**src/rtl/fb_access_arbiter.sv**
```systemverilog
// fb_access_arbiter: shares one single-port synchronous frame-buffer RAM
// between the real-time VGA pixel reader and the bursty OV7670 capture writer.
// Reads win the RAM port; writes wait in a small FIFO and drain in free cycles.
// A starvation guard steals one read slot after the FIFO has been full too long.
// Optional build macro: FB_ARB_STATS_EN adds stat_stolen / stat_blocked counters.
module fb_access_arbiter #(
  parameter int unsigned ADDR_W      = 17,
  parameter int unsigned DATA_W      = 16,
  parameter int unsigned WFIFO_DEPTH = 8,
  parameter int unsigned STARVE_LIM  = 64
) (
  input  logic                           clk,
  input  logic                           reset,
  input  logic                           rd_req,
  input  logic [ADDR_W-1:0]              rd_addr,
  output logic [DATA_W-1:0]              rd_data,
  output logic                           rd_valid,
  output logic                           rd_miss,
  input  logic                           wr_req,
  input  logic [ADDR_W-1:0]              wr_addr,
  input  logic [DATA_W-1:0]              wr_data,
  output logic                           wr_ready,
  output logic                           mem_en,
  output logic                           mem_we,
  output logic [ADDR_W-1:0]              mem_addr,
  output logic [DATA_W-1:0]              mem_wdata,
  input  logic [DATA_W-1:0]              mem_rdata,
  output logic [$clog2(WFIFO_DEPTH):0]   wfifo_level,
  output logic                           overflow
`ifdef FB_ARB_STATS_EN
  ,
  output logic [15:0]                    stat_stolen,
  output logic [15:0]                    stat_blocked
`endif
);

  localparam int unsigned PTR_W = $clog2(WFIFO_DEPTH);
  localparam int unsigned LVL_W = $clog2(WFIFO_DEPTH) + 1;
  localparam int unsigned CNT_W = $clog2(STARVE_LIM + 1);

  typedef enum logic [1:0] {
    S_IDLE = 2'd0,
    S_RD   = 2'd1,
    S_WR   = 2'd2
  } state_t;

  state_t state;

  logic [ADDR_W-1:0] fifo_addr [WFIFO_DEPTH];
  logic [DATA_W-1:0] fifo_data [WFIFO_DEPTH];
  logic [PTR_W-1:0]  wptr;
  logic [PTR_W-1:0]  rptr;
  logic [LVL_W-1:0]  level;
  logic [CNT_W-1:0]  starve_cnt;

  logic full;
  logic empty;
  logic push;
  logic pop;
  logic steal;
  logic miss;

  assign full        = (level == LVL_W'(WFIFO_DEPTH));
  assign empty       = (level == '0);
  assign wr_ready    = !full;
  assign wfifo_level = level;
  assign push        = reset && wr_req && !full;
  assign pop         = (state == S_WR);
  assign steal       = full && (starve_cnt == CNT_W'(STARVE_LIM));
  assign miss        = rd_req && (state != S_RD);
  assign rd_data     = rd_valid ? mem_rdata : '0;

  // Per-cycle RAM port decision: starvation steal, then reads, then FIFO drain.
  always_comb begin
    state = S_IDLE;
    if (reset) begin
      if (steal) begin
        state = S_WR;
      end else if (rd_req) begin
        state = S_RD;
      end else if (!empty) begin
        state = S_WR;
      end
    end
  end

  // RAM port drive decoded from the current decision.
  always_comb begin
    mem_en    = 1'b0;
    mem_we    = 1'b0;
    mem_addr  = '0;
    mem_wdata = '0;
    case (state)
      S_RD: begin
        mem_en   = 1'b1;
        mem_addr = rd_addr;
      end
      S_WR: begin
        mem_en    = 1'b1;
        mem_we    = 1'b1;
        mem_addr  = fifo_addr[rptr];
        mem_wdata = fifo_data[rptr];
      end
      default: begin
      end
    endcase
  end

  // Read pipeline: valid follows a granted read, miss flags a stolen slot.
  always_ff @(posedge clk) begin
    if (!reset) begin
      rd_valid <= 1'b0;
      rd_miss  <= 1'b0;
    end else begin
      rd_valid <= (state == S_RD);
      rd_miss  <= miss;
    end
  end

  // Write FIFO storage; entries need no reset since pointers define validity.
  always_ff @(posedge clk) begin
    if (push) begin
      fifo_addr[wptr] <= wr_addr;
      fifo_data[wptr] <= wr_data;
    end
  end

  // Write FIFO pointers and occupancy; pointers wrap naturally at the power-of-two depth.
  always_ff @(posedge clk) begin
    if (!reset) begin
      wptr  <= '0;
      rptr  <= '0;
      level <= '0;
    end else begin
      if (push) begin
        wptr <= wptr + PTR_W'(1);
      end
      if (pop) begin
        rptr <= rptr + PTR_W'(1);
      end
      case ({push, pop})
        2'b10:   level <= level + LVL_W'(1);
        2'b01:   level <= level - LVL_W'(1);
        default: level <= level;
      endcase
    end
  end

  // Starvation counter: counts full cycles without a drain, saturating at the limit.
  always_ff @(posedge clk) begin
    if (!reset) begin
      starve_cnt <= '0;
    end else if ((state == S_WR) || !full) begin
      starve_cnt <= '0;
    end else if (starve_cnt != CNT_W'(STARVE_LIM)) begin
      starve_cnt <= starve_cnt + CNT_W'(1);
    end
  end

  // Sticky overflow: a write was offered while the FIFO was full.
  always_ff @(posedge clk) begin
    if (!reset) begin
      overflow <= 1'b0;
    end else if (wr_req && full) begin
      overflow <= 1'b1;
    end
  end

`ifdef FB_ARB_STATS_EN
  // Saturating event counters for stolen read slots and blocked write cycles.
  always_ff @(posedge clk) begin
    if (!reset) begin
      stat_stolen  <= '0;
      stat_blocked <= '0;
    end else begin
      if (miss && (stat_stolen != 16'hFFFF)) begin
        stat_stolen <= stat_stolen + 16'd1;
      end
      if (wr_req && full && (stat_blocked != 16'hFFFF)) begin
        stat_blocked <= stat_blocked + 16'd1;
      end
    end
  end
`endif

endmodule
```
**config.mk**
```make
export PLATFORM = sky130hd
export DESIGN_NAME = fb_access_arbiter
export DESIGN_NICKNAME = d
export VERILOG_FILES = /design/src/rtl/fb_access_arbiter.sv
export SDC_FILE = /design/constraint.sdc
export NUM_CORES = 1
export LEC_CHECK = 0
export CAP_MARGIN = 25
export CORE_ASPECT_RATIO = 0.5
export CORE_MARGIN = 10
export CORE_UTILIZATION = 35
export DETAILED_ROUTE_END_ITERATION = 8
export GPL_TIMING_DRIVEN = 0
export MAX_ROUTING_LAYER = met4
export SKIP_LAST_GASP = 1
export SLEW_MARGIN = 10
export SYNTH_ARGS = -nofsm -noshare
export SYNTH_HDL_FRONTEND = slang
export SYNTH_SLANG_ARGS = --single-unit
```
**constraint.sdc**
```tcl
create_clock -name clk -period 8.5 [get_ports clk]
set_input_delay 0.85 -clock clk [delete_from_list [all_inputs] [get_ports clk]]
set_output_delay 0.85 -clock clk [all_outputs]
set_load 0.01 [all_outputs]
```
==> results.json <==
{
  "mappedNetlistArea_mm2": 0.0115,
  "share_seq_of_total_power_pct": 52.8,
  "placed_area_mm2": 0.0137,
  "clk_pin_slew_worst_paths_ns": 0.06,
  "cts_resized": 0,
  "min_period_ns": 5.52,
  "vias_per_cell": 4.97,
  "arrival_ns": 4.67,
  "avgRoutedWirePerCell_um": 21.1,
  "cts_max_path_buffers": 3,
  "peakVddDrop_uv": 167,
  "grt.overflow.total": 0,
  "coreArea_mm2": 0.0321,
  "postLayoutCellArea_mm2": 0.0146,
  "drive_gt1_share_pct": 17.7,
  "rsz0062_at_grt": "no",
  "place_congestion": 0.759,
  "start_util_pct": 36.0,
  "max_slew.worst_pin.slew_ns": 0.860,
  "final-setup-viol-count": 0,
  "leakage_nw": 4.67,
  "p_int_mw": 2.37,
  "synth.most_common_cell": "edfxtp_1",
  "clk-insertion-delay-late_ns": 0.55,
  "drt-total-wl_um": 26800,
  "crit_path_max_fanout": 10,
  "synth_ff_type": "edfxtp_1",
  "dp_hpwl_um": 18400,
  "fillCellCount": 2756,
  "hold_viol_final": 0,
  "ctsHoldBuffers": 0,
  "pin_count": 129,
  "grt_max_degree": 22,
  "hp-class": "reg2reg",
  "via_count": 6296,
  "netlist_top_cells_area": "edfxtp_1, mux4_2, dfxtp_1",
  "p_sw_share_pct": 20.4,
  "cts_setup_buffers": 0,
  "synth.ff_latch_count": 287,
  "relSlewSlack_pct": 42.4,
  "antenna_cells": 0,
  "design.die.area_mm2": 0.0410,
  "worstPathCellList": "inv_1 > ha_1 > or4b_4 > nor3b_4 > inv_1 > o21ai_1 > o211ai_1 > ha_1 > nor2b_1 > clkbuf_1 > clkbuf_1 > nand2_1 > o31ai_1 > clkdlybuf4s50_1",
  "worstSetupEndpointType": "output pin",
  "dr.pass1.iters": 5,
  "start_kind": "flop",
  "cap_violations": 0,
  "grt_usage_pct": 13.2,
  "dieHeight_um": 148,
  "drv_slew": 0,
  "synth_top_area_share_pct": 68.8,
  "combPwrFrac_pct": 6.2,
  "cpMaxStageDelayCell": "clkdlybuf4s50_1",
  "final_antenna_net_count": 0,
  "status": "finished clean",
  "clock_power_share_pct": 41.1,
  "max_freq_ghz": 0.181,
  "cts_tree": "built",
  "synthCells": 632,
  "io_buffers": 128,
  "fin_total_pwr_mw": 2.97,
  "utilization_pct": 45.5,
  "grt_pass1_vias": 6766,
  "num_rows": 46,
  "area_growth_pct": 26.4,
  "fin_hold_ws_ns": 0.492,
  "seq_area_mm2": 0.00839,
  "htreeDepth": 1,
  "synth_edf_count": 264,
  "fin_skew_ns": 0.0171,
  "synth_warnings": 0,
  "numCtsBuffers": 27,
  "ys_types": 46,
  "grt_first_pass_wirelength_um": 41200,
  "synthTopCellsByCount": "edfxtp_1, mux4_2, nor2b_1, nand2_1, nor2_1",
  "clock-root-buffer": "clkbuf_16",
  "synth-async-reset-ratio_pct": 0,
  "crit_required_ns": 7.65,
  "yosysSeqAreaShare_pct": 72.7,
  "synth.largest_area_cell": "edfxtp_1",
  "period_share_pct": 64.9,
  "multi_input_area_mm2": 0.00299,
  "cellPowerDensity_mw_per_mm2": 204,
  "nNetsFinal": 895,
  "drcViolationCount": 0,
  "synth.net_count": 711,
  "slowest_delay_ns": 0.62,
  "switching_power_uw": 607,
  "clkSinkCount": 287,
  "worstSetupPathType": "reg2out",
  "die_w_um": 277,
  "grt_antenna_before_repair": 0,
  "drt-initial-drc-count": 472,
  "avgSynthCellArea_um2": 18.2
}
-- critical path: cells and delay by family, from the launching register on --
kind | cells | cell delay (ns)
buffers and inverters | 5 | 1.65
AND/OR/NAND/NOR | 4 | 1.21
adder cells (fa/ha/maj) | 2 | 0.49
flip-flops | 1 | 0.32
AO/OA/AOI/OAI | 3 | 0.43
-- final timing paths --
| kind | start | depth (start not counted) | to | slack (ns) |
|---|---|---|---|---|
| worst min-delay path | overflow | 2 | overflow | 0.49 |
| worst max-delay path | starve_cnt[0] | 14 | mem_addr[13] | 2.98 |
| worst min register to register | overflow | 2 | overflow | 0.49 |
| worst max register to register | starve_cnt[0] | 15 | wfifo_level[2] | 4.77 |
-- cell usage in the layout (no fill, tap or decap), types with 4 or more instances in the layout --
master             n
buf_6             12
mux4_2            49
inv_1              6
nor2_1            21
xor2_1             7
o22ai_1           10
nor2b_1           44
clkdlybuf4s50_1  128
dfxtp_1           23
buf_1              5
o31ai_1           10
nor3_2             4
buf_4             20
nand2b_1           4
clkinv_1           5
o21ai_0            4
and2_1            21
nand2_1           30
mux2_1            20
ha_1               9
bufinv_16          4
a211oi_1           7
o41ai_1            7
clkinv_2           5
clkbuf_16         27
edfxtp_1         264
mux2i_1           20
buf_2             10
a2111oi_0          7
clkbuf_1          13
xnor2_1            6
-- cell families (layout without fill, tap and decap cells) --
kind of cell,count (synthesis),after routing,synth area share (%)
AOI/OAI and AO/OA,53,53,3.35
DFF,287,287,72.7
muxes,89,89,13.3
and+or+nand+nor,143,143,6.92
buffers and inverters,38,242,1.76
adders and majority gates,9,9,0.977
xor gates and xnor gates,13,13,0.987
-- registers in the layout (all words and copies together), names as in the netlist, named ones only --
register     flops
fifo_addr      136
fifo_data      128
overflow         1
rd_miss          1
rd_valid         1
rptr             3
starve_cnt       7
wfifo_level      4
wptr             3
-- power by group through the flow --
| stage | sequential [mW] | clock (mW) | combinational [mW] |
|---|---|---|---|
| floorplan | 1.60 | 0 | 0.0848 |
| global placement | 1.60 | 0 | 0.176 |
| detailed placement | 1.60 | 0 | 0.186 |
| CTS | 1.57 | 1.25 | 0.187 |
| global route | 1.57 | 1.30 | 0.200 |
| finish | 1.57 | 1.22 | 0.183 |
-- through the flow --
step                TNS [ns]  worst slack, ns  cells
global route               0             2.61   1268
floorplan                  0             3.60    632
detailed placement         0             3.09   1219
CTS                        0             2.87   1268
finish                     0             2.98   1268
global placement      -20.28           -0.621   1192
-- cell type report --
| type | count | area share, % |
|---|---|---|
| repair buffers | 155 | 10.6 |
| flip-flops and latches | 287 | 57.6 |
| clock buffers | 32 | 4.77 |
| plain buffers | 31 | 1.21 |
| clock inverters | 17 | 1.43 |
| multi-input cells | 307 | 20.5 |
| well taps | 432 | 3.71 |
| inverters | 7 | 0.180 |
-- routing by layer --
metal	routed length, um	share of wire, %	GRT usage [%]
met5	0	0	-
met4	514	1.9	3.11
met3	981	3.7	1.79
met2	14500	54	24.5
met1	10800	40	15.1
Power figures use the tool's default switching activity.
